File: src/rtl/mem_io_bridge_if.sv
// CPU memory bus bundle between a bus master and mem_io_bridge.
// The master drives address, write data and strobe; the bridge returns read data.
interface mem_io_bridge_if #(
   parameter int M = 16
);
   logic [M-1:0] memAddr;
   logic [M-1:0] memWrite;
   logic         memWE;
   logic [M-1:0] memRead;

   modport master (
      output memAddr,
      output memWrite,
      output memWE,
      input  memRead
   );

   modport slave (
      input  memAddr,
      input  memWrite,
      input  memWE,
      output memRead
   );
endinterface

File: src/rtl/mem_io_bridge.sv
// Memory-mapped bridge: async-read RAM, 4-deep UART TX FIFO with 8N1 serialiser,
// free-running TICK counter.
module mem_io_bridge #(
   parameter int M            = 16,
   parameter int RAM_WORDS    = 256,
   parameter int CLKS_PER_BIT = 4
) (
   input  logic           clk,
   input  logic           rst,
   mem_io_bridge_if.slave bus,
   output logic           txd
);
   localparam int AW = (RAM_WORDS > 1) ? $clog2(RAM_WORDS) : 1;
   localparam int CW = $clog2(CLKS_PER_BIT + 1);
   localparam logic [CW-1:0] LAST = CW'(CLKS_PER_BIT - 1);
   localparam logic [M-1:0] A_DATA = M'(16'hFFF0);
   localparam logic [M-1:0] A_STAT = M'(16'hFFF1);
   localparam logic [M-1:0] A_TICK = M'(16'hFFF2);

   typedef enum logic [1:0] {IDLE, START, DATA, STOP} state_t;

   state_t        r_state, w_nstate;
   logic [M-1:0]  r_ram [RAM_WORDS];
   logic [7:0]    r_fifo [4];
   logic [1:0]    r_wptr, r_rptr;
   logic [2:0]    r_count;
   logic          r_ovf;
   logic [CW-1:0] r_cnt, w_ncnt;
   logic [2:0]    r_bit, w_nbit;
   logic [7:0]    r_shift, w_nshift;
   logic [15:0]   r_tick;

   logic w_is_ram, w_is_data, w_is_stat, w_is_tick;
   logic w_full, w_empty, w_push, w_acc, w_pop, w_last;
   logic [3:0] w_status;

   assign w_is_ram  = bus.memAddr < M'(RAM_WORDS);
   assign w_is_data = bus.memAddr == A_DATA;
   assign w_is_stat = bus.memAddr == A_STAT;
   assign w_is_tick = bus.memAddr == A_TICK;
   assign w_full    = r_count == 3'd4;
   assign w_empty   = r_count == 3'd0;
   assign w_push    = rst && bus.memWE && w_is_data;
   // A push into a full FIFO survives only if the same edge frees a slot.
   assign w_acc     = w_push && (!w_full || w_pop);
   assign w_last    = r_cnt == LAST;
   assign w_status  = {r_ovf, r_state != IDLE, w_empty, w_full};

   always_comb begin
      w_nstate = r_state;
      w_ncnt   = r_cnt;
      w_nbit   = r_bit;
      w_nshift = r_shift;
      w_pop    = 1'b0;
      txd      = 1'b1;
      case (r_state)
         IDLE: begin
            if (!w_empty) begin
               w_pop    = 1'b1;
               w_nstate = START;
               w_ncnt   = '0;
               w_nshift = r_fifo[r_rptr];
            end
         end
         START: begin
            txd = 1'b0;
            if (w_last) begin
               w_nstate = DATA;
               w_ncnt   = '0;
               w_nbit   = 3'd0;
            end else begin
               w_ncnt = r_cnt + CW'(1);
            end
         end
         DATA: begin
            txd = r_shift[0];
            if (w_last) begin
               w_ncnt   = '0;
               w_nshift = r_shift >> 1;
               if (r_bit == 3'd7) w_nstate = STOP;
               else               w_nbit   = r_bit + 3'd1;
            end else begin
               w_ncnt = r_cnt + CW'(1);
            end
         end
         STOP: begin
            if (w_last) begin
               w_ncnt = '0;
               // Chain straight into the next frame with no idle gap.
               if (!w_empty) begin
                  w_pop    = 1'b1;
                  w_nstate = START;
                  w_nshift = r_fifo[r_rptr];
               end else begin
                  w_nstate = IDLE;
               end
            end else begin
               w_ncnt = r_cnt + CW'(1);
            end
         end
         default: w_nstate = IDLE;
      endcase
   end

   always_ff @(posedge clk) begin
      if (!rst) begin
         r_state <= IDLE;
         r_cnt   <= '0;
         r_bit   <= 3'd0;
         r_shift <= 8'd0;
      end else begin
         r_state <= w_nstate;
         r_cnt   <= w_ncnt;
         r_bit   <= w_nbit;
         r_shift <= w_nshift;
      end
   end

   always_ff @(posedge clk) begin
      if (w_acc) r_fifo[r_wptr] <= bus.memWrite[7:0];
   end

   always_ff @(posedge clk) begin
      if (!rst) begin
         r_wptr  <= 2'd0;
         r_rptr  <= 2'd0;
         r_count <= 3'd0;
         r_ovf   <= 1'b0;
      end else begin
         if (w_acc) r_wptr <= r_wptr + 2'd1;
         if (w_pop) r_rptr <= r_rptr + 2'd1;
         case ({w_acc, w_pop})
            2'b10:   r_count <= r_count + 3'd1;
            2'b01:   r_count <= r_count - 3'd1;
            default: r_count <= r_count;
         endcase
         if (bus.memWE && w_is_stat) r_ovf <= 1'b0;
         else if (w_push && !w_acc)  r_ovf <= 1'b1;
      end
   end

   always_ff @(posedge clk) begin
      if (!rst)                        r_tick <= 16'd0;
      else if (bus.memWE && w_is_tick) r_tick <= bus.memWrite[15:0];
      else                             r_tick <= r_tick + 16'd1;
   end

   // RAM has no reset so its contents survive a bridge reset.
   always_ff @(posedge clk) begin
      if (bus.memWE && w_is_ram) r_ram[bus.memAddr[AW-1:0]] <= bus.memWrite;
   end

   always_comb begin
      bus.memRead = '0;
      if (w_is_ram)       bus.memRead = r_ram[bus.memAddr[AW-1:0]];
      else if (w_is_stat) bus.memRead = M'(w_status);
      else if (w_is_tick) bus.memRead = M'(r_tick);
   end
endmodule
File: src/flat_wrapper.sv
// flat-port wrapper written by rule: the top's interface ports become plain ports
module mem_io_bridge_flat 
#(
   parameter int M            = 16,
   parameter int RAM_WORDS    = 256,
   parameter int CLKS_PER_BIT = 4
)
  (clk, rst, txd, bus_memAddr, bus_memWrite, bus_memWE, bus_memRead);
  mem_io_bridge_if #(.M(M)) bus_i ();
  input  logic clk;
  input  logic rst;
  output logic txd;
  input wire logic [$bits(bus_i.memAddr)-1:0] bus_memAddr;
  input wire logic [$bits(bus_i.memWrite)-1:0] bus_memWrite;
  input wire logic [$bits(bus_i.memWE)-1:0] bus_memWE;
  output wire logic [$bits(bus_i.memRead)-1:0] bus_memRead;
  assign bus_i.memAddr = bus_memAddr;
  assign bus_i.memWrite = bus_memWrite;
  assign bus_i.memWE = bus_memWE;
  assign bus_memRead = bus_i.memRead;
  mem_io_bridge #(.M(M), .RAM_WORDS(RAM_WORDS), .CLKS_PER_BIT(CLKS_PER_BIT)) u_core (.clk(clk), .rst(rst), .bus(bus_i), .txd(txd));
endmodule
File: config.mk
export PLATFORM = sky130hd
export DESIGN_NAME = mem_io_bridge_flat
export DESIGN_NICKNAME = d
export VERILOG_FILES = /design/src/rtl/mem_io_bridge_if.sv /design/src/rtl/mem_io_bridge.sv /design/src/flat_wrapper.sv
export SDC_FILE = /design/constraint.sdc
export NUM_CORES = 2
export LEC_CHECK = 0
export ABC_AREA = 0
export CORE_UTILIZATION = 40
export CTS_CLUSTER_SIZE = 24
export DETAILED_ROUTE_END_ITERATION = 6
export GPL_ROUTABILITY_DRIVEN = 0
export SLEW_MARGIN = 40
export SYNTH_ARGS = -nofsm -noshare
export SYNTH_HDL_FRONTEND = slang
export SYNTH_MEMORY_MAX_BITS = 65536
export SYNTH_SLANG_ARGS = --single-unit
File: constraint.sdc
create_clock -name clk -period 5.5 [get_ports clk]
set_clock_uncertainty 0.1 [all_clocks]
set_input_delay 1.1 -clock clk [delete_from_list [all_inputs] [get_ports clk]]
set_output_delay 1.1 -clock clk [all_outputs]
set_load 0.01 [all_outputs]
==> out/qor.csv <==
metric;value;unit
crit_fanout;6;
cts_max_level;5;
die_width;637;µm
post-place-ws;-0.996;ns
synthToLayoutAreaGrowth;19.9;%
fillCellCount;31989;
hold_class;in -> reg;
synth.top_cell.area_share;0.769;
track_usage;0.228;
coreArea;400000;µm²
clock_sinks;4170;
antenna_found_initial;21;
fin_ws;-0.0814;ns
place_inst;13392;
fp.dieH;637;µm
hold_buffers;0;
synthArstFlopShare;0;
max_freq;179;MHz
cp.arrival;4.38;ns
rows;232;
drc;0;
drtIter0Drc;11403;
grt_max_degree;143;
yosysTopAreaCell;edfxtp_1;
synth_flop_cell;edfxtp_1;
syn_area_per_cell;21.9;µm²
dp_hpwl;291;mm
critPathKind;in -> out;
slew_headroom;0.342;
root_buffer;clkbuf_16;
ant_nets;0;
vias;83955;
setup_viol;5;
design.portCount;52;
cts_tree;yes;
cp-end-kind;output pin;
multi_input_area;35400;µm²
worst_pin_slew;0.988;ns
min_period_over_period;1.01;
start_util;0.403;
post_drt_wl_per_cell;33.0;µm
grt_pass1_wl;655;mm
overflow;0;
failed_checks;setup timing;
grt_pass1_vias;83645;
synth.top_cells.by_area;edfxtp_1 77%, mux4_2 15%, mux2i_1 1.6%, nand2_1 0.82%, nor2_1 0.74%;
clk_latency;1.00;ns
cp-start-kind;input pin;
irDropWorstVdd;0.000286;V
syn_inst;7365;
maxCapViolations;0;
drive_above_1_share;0.353;
synth_edf_count;4128;
netlist_area;161000;µm²
cts_made_buffers;421;
rsz0062_at_grt;yes;
fin_area;193000;µm²
routed_via_density;5.89;
yosysSeqAreaShare;0.774;
status;complete, but fails checks;
placed_cell_area;177000;µm²
final_util;0.483;
p_leak;62.6;nW
cts_buffer_depth;4;
path_clk_slew;0.06;ns
p_per_area;350;nW/µm²
fin_cells;14254;
port_buffers;51;
period_needed;5.58;ns
wl;470;mm
dieArea;406000;µm²
ys_ff_latch;4170;
ys.warnings.count;0;
synth.distinct_cells;65;
dr.pass1.iters;6;
critPathRequiredTime;4.30;ns
hold_viol;0;
seq_area;125000;µm²
nets;8698;
timing.final.max_slew_violations;0;
synth_fp_nets;7415;
[layout by cell type (no fill, tap or decap), types with 33 or more instances in the layout]
cell / instances
edfxtp_1: 4128
mux4_2: 1041
buf_4: 993
clkbuf_16: 429
nand2_1: 336
mux2i_1: 244
nor2_1: 194
buf_12: 169
nor2_2: 117
clkinv_1: 108
nand3_1: 85
a32oi_1: 81
clkbuf_1: 80
a21oi_1: 74
clkinv_2: 61
a22oi_1: 47
dfxtp_1: 42
o21ai_0: 37
bufinv_16: 36
buf_16: 36
o22ai_1: 35
mux2_2: 33
[cells in the mapped netlist (16+ instances only)]
library cell / instances
a31oi_1: 19
buf_1: 21
nand4_1: 27
o211a_1: 24
buf_2: 114
and2_1: 16
nand2_1: 352
nand3_1: 100
o22ai_1: 41
a32oi_1: 91
mux4_2: 1041
buf_4: 98
clkbuf_1: 177
nor2b_1: 22
mux2_2: 33
mux2i_1: 257
a21oi_1: 94
nor2_1: 317
nor3_1: 17
dfxtp_1: 42
and3_1: 18
edfxtp_1: 4128
a22oi_1: 49
o21ai_0: 47
[report_power, final]
group	internal [mW]	leakage [nW]	switching, mW	total (mW)
Clock	15.9	6.47	12.2	28.1
Sequential	35.0	37.4	0.0588	35.0
Combinational	1.84	18.7	2.67	4.51
[path summary, 6_finish.rpt]
check	startpoint	endpoint	slack, ns	depth (start not counted)
min reg2reg	u_core.r_cnt[2]$_SDFFE_PN0N_	u_core.r_cnt[2]$_SDFFE_PN0N_	0.38	1
max reg2reg	u_core.r_cnt[0]$_SDFFE_PN0N_	u_core.r_count[2]$_SDFFE_PN0P_	2.41	11
max	bus_memAddr[0]	bus_memRead[13]	-0.08	11
min	bus_memWrite[4]	u_core.r_ram[35][4]$_DFFE_PP_	0.35	1
[through the flow]
step	hold slack (ns)	total power, mW	TNS, ns
3_3_place_gp	0.350	39.8	-10.40
5_1_grt	0.319	69.3	-0.0533
3_5_place_dp	0.368	40.0	-9.43
4_1_cts	0.338	67.9	-0.299
6_report	0.352	67.6	-0.145
2_1_floorplan	0.345	37.7	0
[routing by layer]
layer | track usage | share of wire
met5 | 0 | 0.00011
met4 | 0.0888 | 0.045
met3 | 0.0355 | 0.085
met2 | 0.364 | 0.47
met1 | 0.315 | 0.40
[cell families after synthesis]
logic type | Yosys count | share of synthesized area
AO/OA/AOI/OAI | 476 | 0.0211
XOR/XNOR | 18 | 0.000978
adder cells (fa/ha/maj) | 15 | 0.00121
buffers and inverters | 442 | 0.0142
flip-flops | 4170 | 0.774
multiplexers | 1346 | 0.165
AND/OR/NAND/NOR | 898 | 0.0237
[critical path, stage by stage]
cell and delay (ns):
buf_16 0.17, buf_12 0.16, buf_12 0.12, mux4_2 0.50, mux4_2 0.59, a2111oi_4 0.46
nand4_1 0.49, buf_4 0.34, a21oi_4 0.14, nor2_4 0.10, buf_6 0.17
[sequential cells by signal (all words and copies together) (netlist names), named ones only]
name            count
u_core.r_cnt        3
u_core.r_fifo      32
u_core.r_ovf        1
u_core.r_ram     4096
u_core.r_bit        3
u_core.r_tick      16
u_core.r_count      3
u_core.r_shift      8
u_core.r_rptr       2
u_core.r_wptr       2
u_core.r_state      2
[cell type report]
type                       instances  area share
inverter                          17    0.000382
clock buffer                     510      0.0571
timing repair buffer            1285      0.0676
tap                             5265      0.0341
multi-input combinational       2753       0.183
sequential                      4170       0.646
antenna                            6   0.0000777
clock inverter                   248      0.0120
[repair_timing]
action / CTS / global route
resized for setup: 221 / 48
setup endpoints to repair: 16 / 12
pin swaps: 44 / 30
gates cloned: 16 / 2
setup buffers: 74 / 15
hold endpoints to repair: 0 / 0
(Power assumes the default switching activity.)
